**src/rtl/prog_mem_loader.sv**
```systemverilog
// Program memory loader: streams 32-bit words into byte-wide memory, LSB first,
// holding the processor in reset until the final word has been written.
module prog_mem_loader #(
    parameter int ADDR_W    = 8,
    parameter int MEM_DEPTH = 256,
    parameter int BASE_ADDR = 0
) (
    input  logic              ph1,
    input  logic              reset,
    input  logic              in_valid,
    input  logic [31:0]       in_word,
    input  logic              in_last,
    output logic              in_ready,
    output logic              MemWrite,
    output logic [ADDR_W-1:0] Address,
    output logic [7:0]        Write_data,
    output logic              cpu_reset,
    output logic              done,
    output logic              error,
    output logic [ADDR_W-1:0] word_count
);

    typedef enum logic [1:0] {
        IDLE,
        WRITE,
        DONE,
        ERR
    } state_t;

    // One extra pointer bit so the pointer reaches MEM_DEPTH instead of wrapping
    localparam logic [ADDR_W:0] PTR_RST = (ADDR_W + 1)'(BASE_ADDR);
    localparam logic [ADDR_W:0] PTR_MAX = (ADDR_W + 1)'(MEM_DEPTH - 4);

    state_t            state_q, state_d;
    logic [ADDR_W:0]   ptr_q, ptr_d;
    logic [1:0]        idx_q, idx_d;
    logic [31:0]       word_q, word_d;
    logic              last_q, last_d;
    logic [ADDR_W-1:0] cnt_q, cnt_d;

    always_ff @(posedge ph1 or posedge reset) begin
        if (reset) begin
            state_q <= IDLE;
            ptr_q   <= PTR_RST;
            idx_q   <= 2'd0;
            word_q  <= 32'h0;
            last_q  <= 1'b0;
            cnt_q   <= '0;
        end else begin
            state_q <= state_d;
            ptr_q   <= ptr_d;
            idx_q   <= idx_d;
            word_q  <= word_d;
            last_q  <= last_d;
            cnt_q   <= cnt_d;
        end
    end

    always_comb begin
        state_d  = state_q;
        ptr_d    = ptr_q;
        idx_d    = idx_q;
        word_d   = word_q;
        last_d   = last_q;
        cnt_d    = cnt_q;
        in_ready = (state_q == IDLE) && !reset;
        unique case (state_q)
            IDLE: begin
                if (in_valid) begin
                    word_d = in_word;
                    last_d = in_last;
                    if (ptr_q > PTR_MAX) begin
                        state_d = ERR;
                    end else begin
                        state_d = WRITE;
                        idx_d   = 2'd0;
                    end
                end
            end
            WRITE: begin
                ptr_d = ptr_q + 1'b1;
                idx_d = idx_q + 2'd1;
                if (idx_q == 2'd3) begin
                    cnt_d   = cnt_q + 1'b1;
                    state_d = last_q ? DONE : IDLE;
                end
            end
            default: begin
            end
        endcase
    end

    assign MemWrite   = (state_q == WRITE);
    assign Address    = ptr_q[ADDR_W-1:0];
    assign Write_data = MemWrite ? word_q[{idx_q, 3'b000} +: 8] : 8'h00;
    assign cpu_reset  = (state_q != DONE);
    assign done       = (state_q == DONE);
    assign error      = (state_q == ERR);
    assign word_count = cnt_q;

endmodule
```
**config.mk**
```make
export PLATFORM = sky130hd
export DESIGN_NAME = prog_mem_loader
export DESIGN_NICKNAME = d
export VERILOG_FILES = /design/src/rtl/prog_mem_loader.sv
export SDC_FILE = /design/constraint.sdc
export NUM_CORES = 1
export LEC_CHECK = 0
export CAP_MARGIN = 30
export CORE_MARGIN = 4
export CORE_UTILIZATION = 40
export CTS_CLUSTER_SIZE = 24
export DETAILED_ROUTE_END_ITERATION = 10
export PLACE_DENSITY = 0.64
export SLEW_MARGIN = 20
export SYNTH_ARGS = -nofsm -noshare
export SYNTH_HDL_FRONTEND = slang
export SYNTH_SLANG_ARGS = --single-unit
export TNS_END_PERCENT = 1
```
**constraint.sdc**
```tcl
create_clock -name ph1 -period 2.7 [get_ports ph1]
set_input_delay 0.405 -clock ph1 [delete_from_list [all_inputs] [get_ports ph1]]
set_output_delay 0.405 -clock ph1 [all_outputs]
set_load 0.03 [all_outputs]
```
Word-level counts from Yosys, hierarchy flattened --
Cells that the tools add are included.
Storage, ports and cells: input port bits 36, output and inout bits 29, flip-flop bits (word level) 54
Operators by class: shifts and indexed selects 1, $lt $le $gt $ge 1, muxes and demuxes 9, reductions and logical operators 8, add/subtract/negate cells 3, equality and inequality tests 8
Operators with widths (number):
- $shiftx 32x6->8 | 1
- $mux 2 | 6
- $add 9x1->9 const B | 1
- $gt 9x8->1 const B | 1
- $add 8x1->8 const B | 1
- $mux 8 | 1
- $pmux 2 s2 | 2
- $eq 2x2->1 const B | 3
- $ne 2x2->1 const B | 3
- $reduce_and 3->1 | 2
- $reduce_and 2->1 | 2
- $add 2x1->2 const B | 1
- $eq 2x1->1 const B | 1
- $logic_not 2->1 | 1
- $ne 2x1->1 const B | 1
- $reduce_bool 2->1 | 1
- $logic_and 1x1->1 | 1
- $logic_not 1->1 | 1

Depth between registers and ports, before layout --
Gate-level depths: netlist of the first run.
depth in word-level cells 4, depth in mapped cells 6, gate-level depth less buffers 4

Least setup slack after synthesis of the first run --
OpenSTA, ideal clock, no wires.
path type register to output, start point register idx_q[0], end point output Write_data[0], setup slack 0.927 ns, cell stages (with the launch flop) 4, required time 2.295 ns, arrival 1.368 ns, cells stage by stage dfrtp_1 -> buf_2 -> mux4_2 -> and2_1
On the way: longest elaborated chain between the ends 2
Ends and longest elaborated chain:
- from (decl) | line 36 | logic [1:0] idx_q, idx_d;
- from (signal assigned) | line 52 | idx_q <= idx_d;
- $shiftx 32x6->8 | line 95 | assign Write_data = MemWrite ? word_q[{idx_q, 3'b000} +: 8] : 8'h00;
- $mux 8 | line 95
- to (decl) | line 16 | output logic [7:0] Write_data,
No other way between the ends.

Final worst setup path of the first run --
start point register idx_q[0], end point output Write_data[6]
The elaborated chain is that of the path after synthesis.

==> flow_metrics.env, run 1 <==
export IMPL_multi_input_area_sq_um=1150
export IMPL_fill_cells=566
export IMPL_grt_usage_pct=13.6
export IMPL_holdCritPathClass="in2async"
export IMPL_power_mw=3.47
export IMPL_areaGrowthSynthToFinish_pct=29.0
export IMPL_final_area_sq_um=3420
export IMPL_post_synth_cell_area_avg_sq_um=14.2
export IMPL_cp_required_ns=2.30
export IMPL_first_iter_violations=67
export IMPL_antenna_cells=0
export IMPL_fin_util_pct=53.6
export IMPL_post_place_ws_ns=0.396
export IMPL_drc=0
export IMPL_yosys_area_top_type="dfrtp_1"
export IMPL_ctsLongestPathBuffers=2
export IMPL_cts_root_buffer="clkbuf_8"
export IMPL_rsz0062_at_grt="no"
export IMPL_antenna_found_initial=0
export IMPL_synth_fp_nets=227
export IMPL_maxSlewViolCount=0
export IMPL_dp_cells=317
export IMPL_cts_tree="yes"
export IMPL_tns_ns=0
export IMPL_peakVddDrop_v=0.000574
export IMPL_netlist_area_leader_share_pct=50.9
export IMPL_start_util_pct=41.6
export IMPL_num_vias=1595
export IMPL_row_count=29
export IMPL_layout_area_seq_sq_um=1350
export IMPL_insertion_delay_ns=0.30
export IMPL_async_reset_ff_share_pct=100
export IMPL_yosys_top_cells_area="dfrtp_1, mux2_4, mux4_2"
export IMPL_arrival_ns=2.13
export IMPL_period_minus_slack_ns=2.54
export IMPL_nets=287
export IMPL_gp_congestion=0.738
export IMPL_relSlewSlack_pct=70.0
export IMPL_hold_slack_ns=0.391
export IMPL_grt_pass1_vias=1718
export IMPL_first_pass_iters=5
export IMPL_crit_fanout=6
export IMPL_fin_skew_ns=0.00550
export IMPL_cts_buffers=5
export IMPL_die_area_sq_um=8000
export IMPL_top_layer_used="met4"
export IMPL_fin_crit_sh_pct=94.0
export IMPL_critPathCaptureType="primary output"
export IMPL_ant_nets=0
export IMPL_cp_slowest_stage_delay_ns=0.59
export IMPL_final_setup_viol_count=0
export IMPL_syn_inst=187
export IMPL_layout_setup_ws_ns=0.161
export IMPL_overflow=0
export IMPL_cap_violations=0
export IMPL_synthTopCellsByCount="dfrtp_1, mux2_4, and2_1, xnor2_1"
export IMPL_p_leak_nw=1.47
export IMPL_synth_cell_type_count=33
export IMPL_r2r_start="state_q[1]"
export IMPL_synth_edf_count=0
export IMPL_cp_cell_sequence="buf_4 > mux4_2 > and2_1 > clkdlybuf4s50_1"
export IMPL_worstMarginPinSlew_ns=0.449
export IMPL_ys_warn_count=0
export IMPL_wl_met1_um=2140
export IMPL_wl_met2_um=2320
export IMPL_vias_per_cell=4.91
export IMPL_fin_cells=325
export IMPL_wl_per_cell_um=14.9
export IMPL_crit_slowest_cell="clkdlybuf4s50_1"
export IMPL_synth_seq_cells=54
export IMPL_outcome="finished, final reports clean"
export IMPL_die_w_um=89.5
export IMPL_netlist_area_sq_um=2650
export IMPL_start_kind="flip-flop"
export IMPL_ys_seq_area_share_pct=50.9
export IMPL_path_clk_slew_ns=0.09
export IMPL_cp_startpoint="idx_q[0]"
export IMPL_cts_sinks=54
export IMPL_max_freq_mhz=394
export IMPL_synth_most_common_cell="dfrtp_1"
export IMPL_die_height_um=89.5
export IMPL_wl_met3_um=329
export IMPL_htreeDepth=2
export IMPL_criticalPathCategory="reg2out"
export IMPL_core_sq_um=6390
export IMPL_io_pins=65
export IMPL_routed_wl_um=4850
export IMPL_cp_top_family="buffers and inverters"
export IMPL_synth_top_flop_cell="dfrtp_1"
export IMPL_grt_max_degree=43
export IMPL_portBuffers=64
export IMPL_drive_gt1_share_pct=24.2
export IMPL_grt_pass1_wl_um=8240
export IMPL_power_per_cell_area_nw_per_um2=1010
export IMPL_critical_path_buf_inv_count=2
export IMPL_hold_viol_final=0
export IMPL_place_area_sq_um=3330
export IMPL_dp_hpwl_um=3590
[cells by family after synthesis]
kind of cell             count (synthesis)  synth area share [%]
adder cells (fa/ha/maj)                  4                  1.89
flip-flops                              54                  50.9
multiplexers                            43                  25.7
AND/OR/NAND/NOR                         39                  8.44
XOR/XNOR                                16                  5.28
buffers and inverters                   24                  5.80
AO/OA/AOI/OAI                            7                  1.98
[per-layer routing]
metal / vias up / track usage, %
met5: - / 0
li1: 764 / -
met2: 59 / 21.5
met4: 0 / 4.06
met3: 6 / 3.87
met1: 766 / 18.2
[path summary, 6_finish.rpt]
| kind | cells past startpoint | endpoint | slack, ns |
|---|---|---|---|
| setup / recovery | 4 | Write_data[6] | 0.16 |
| hold / removal | 2 | word_count[2] | 0.39 |
| setup reg to reg | 4 | word_q[17] | 0.99 |
| hold reg to reg | 1 | word_count[7] | 0.48 |
| max in group asynchronous | 3 | word_q[5] | 1.80 |
| min in group ph1 | 1 | word_count[7] | 0.48 |
[sequential cells by signal, summed over array words and instances, names as in the netlist]
register,count
idx_q,2
last_q,1
ptr_q,9
state_q,2
word_count,8
word_q,32
[layout make-up]
| cell class | count | area share (%) |
|---|---|---|
| Clock buffer | 7 | 2.52 |
| Clock inverter | 1 | 0.146 |
| Inverter | 8 | 0.986 |
| Multi-Input combinational cell | 109 | 33.5 |
| Sequential cell | 54 | 39.5 |
| Tap cell | 77 | 2.81 |
| Timing Repair Buffer | 69 | 20.5 |
[power breakdown]
part / internal (mW) / switching, mW
combinational: 0.937 / 0.642
clock: 0.207 / 0.246
sequential: 1.15 / 0.285
[repair_timing]
item	in CTS	in global routing
hold buffers	0	0
resized for setup	0	1
setup endpoints to repair	0	8
buffers inserted	0	0
[cell usage in the layout (no fill, tap or decap), types with 2 or more instances in the layout]
cell type / count
a31o_2: 2
and2_1: 9
buf_12: 2
buf_4: 3
clkbuf_8: 6
clkdlybuf4s50_1: 64
dfrtp_1: 54
ha_1: 4
inv_1: 6
mux2_2: 5
mux2_4: 29
mux4_2: 8
nand2_1: 6
nand3_1: 4
nand3b_1: 2
nand4_1: 3
nor2_1: 2
nor3_1: 5
nor4_1: 2
xnor2_1: 9
xor2_1: 7
Note: power is estimated with default switching activity, not from simulation.
==> run 2: changes to the inputs <==
--- a/config.mk
+++ b/config.mk
@@ -10,6 +10,7 @@
 export CORE_UTILIZATION = 40
 export CTS_CLUSTER_SIZE = 24
 export DETAILED_ROUTE_END_ITERATION = 10
+export GPL_TIMING_DRIVEN = 0
 export PLACE_DENSITY = 0.64
 export SLEW_MARGIN = 20
 export SYNTH_ARGS = -nofsm -noshare
==> run 2 against run 1 <==
  * Worst setup slack worse by 0.044 ns
  * Cell count rose by 3.4%
  * Register-to-register slack better by 0.13 ns
  * Die area unchanged
  * Routed wire length rose by 3.8%
  * First-iteration DRC count grew 3.0%
  * Largest cell class unchanged
  * Highest routed layer unchanged
==> flow_metrics.env, run 2 (same netlist as run 1, synthesis figures left out) <==
export IMPL_outcome="finished, final reports clean"
export IMPL_dp_cells=328
export IMPL_hold_slack_ns=0.469
export IMPL_ant_nets=0
export IMPL_antenna_found_initial=0
export IMPL_top_register="word_q"
export IMPL_num_vias=1653
export IMPL_final_cell_mix="clkdlybuf4s50_1, dfrtp_1, mux2_4"
export IMPL_drive_gt1_share_pct=27.4
export IMPL_fin_cells=336
export IMPL_dp_hpwl_um=3680
export IMPL_worst_r2r_cell_count=5
export IMPL_antenna_cells=0
export IMPL_fin_skew_ns=0.00995
export IMPL_rsz0062_at_grt="no"
export IMPL_wl_per_cell_um=15.0
export IMPL_min_path_cells=1
export IMPL_r2r_end="word_q[16]"
export IMPL_relSlewSlack_pct=55.5
export IMPL_routed_wl_um=5040
export IMPL_largest_reg_flops=32
export IMPL_maxSlewViolCount=0
export IMPL_min_to="word_count[7]"
export IMPL_p_leak_nw=1.58
export IMPL_drc=0
export IMPL_max_freq_mhz=387
export IMPL_vias_per_cell=4.92
export IMPL_worstMarginPinSlew_ns=0.667
export IMPL_period_minus_slack_ns=2.58
export IMPL_final_setup_viol_count=0
export IMPL_layout_commonest_cell="clkdlybuf4s50_1"
export IMPL_die_area_sq_um=8000
export IMPL_htreeDepth=2
export IMPL_nets=298
export IMPL_core_sq_um=6390
export IMPL_grt_pass1_wl_um=8520
export IMPL_critPathCaptureType="primary output"
export IMPL_tns_ns=0
export IMPL_peakVddDrop_v=0.000662
export IMPL_portBuffers=64
export IMPL_cts_buffers=5
export IMPL_gp_congestion=0.723
export IMPL_grt_usage_pct=14.0
export IMPL_die_height_um=89.5
export IMPL_post_cts_setup_buffers=0
export IMPL_cts_tree="yes"
export IMPL_insertion_delay_ns=0.31
export IMPL_fin_crit_sh_pct=95.7
export IMPL_grt_pass1_vias=1713
export IMPL_areaGrowthSynthToFinish_pct=31.4
export IMPL_hold_start="word_count[7]"
export IMPL_row_count=29
export IMPL_cts_sinks=54
export IMPL_cts_root_buffer="clkbuf_8"
export IMPL_crit_fanout=10
export IMPL_power_mw=3.50
export IMPL_hold_viol_final=0
export IMPL_r2r_setup_slack_ns=1.12
export IMPL_ctsLongestPathBuffers=2
export IMPL_arrival_ns=2.18
export IMPL_ctsHoldBuffers=0
export IMPL_grt_max_degree=55
export IMPL_power_per_cell_area_nw_per_um2=1000
export IMPL_io_pins=65
export IMPL_r2r_start="state_q[1]"
export IMPL_first_pass_iters=4
export IMPL_path_clk_slew_ns=0.10
export IMPL_first_iter_violations=69
export IMPL_criticalPathCategory="reg2out"
export IMPL_cp_required_ns=2.30
export IMPL_die_w_um=89.5
export IMPL_cap_violations=0
export IMPL_cp_startpoint="idx_q[0]"
export IMPL_holdCritPathClass="reg2reg"
export IMPL_start_util_pct=41.6
export IMPL_start_kind="flip-flop"
export IMPL_overflow=0
## run 2: power by group
part	switching, mW	internal, mW	total [mW]
combinational	0.676	0.958	1.63
sequential	0.241	1.15	1.39
clock	0.262	0.207	0.468
## run 2: critical path, stage by stage, from the launching register on
cell             delay [ns]
dfrtp_1                0.37
buf_4                  0.24
mux4_2                 0.51
and2_1                 0.17
clkdlybuf4s50_1        0.59
## run 2: worst max-delay path by stage
stage / end / cells past startpoint
2_1_floorplan: Write_data[0] / 3
3_3_place_gp: word_q[25] / 2
3_5_place_dp: Write_data[3] / 4
4_1_cts: Write_data[0] / 4
5_1_grt: Write_data[0] / 4
6_report: Write_data[0] / 4
## run 2: stage by stage
stage,area (sq um),setup slack (ns),utilization [%]
finish,3490,0.117,54.6
global route,3490,0.00394,54.6
CTS,3480,0.0188,54.5
detailed placement,3390,0.296,53.1
global placement,3390,-0.0921,53.1
floorplan,2650,0.927,-
## run 2: routing by layer
| layer | vias to the layer above | GRT usage, % | wire length [um] |
|---|---|---|---|
| li1 | 787 | - | - |
| met4 | 0 | 4.47 | 70 |
| met5 | - | 0 | 0 |
| met2 | 50 | 23.0 | 2400 |
| met3 | 6 | 3.78 | 318 |
| met1 | 810 | 18.2 | 2250 |
## run 2: area by class of cell
type	instances	area (sq um)
Clock buffer	6	82.6
Inverter	8	32.5
Buffer	16	128
Sequential cell	54	1350
Multi-Input combinational cell	109	1150
Clock inverter	2	12.5
Tap cell	77	96.3
Fill cell	557	2900
Timing Repair Buffer	64	636
## run 2: what timing repair did
action                                  CTS  global route
resized for setup                         7             3
pin swaps                                 0             0
endpoints found under the setup margin    8             3
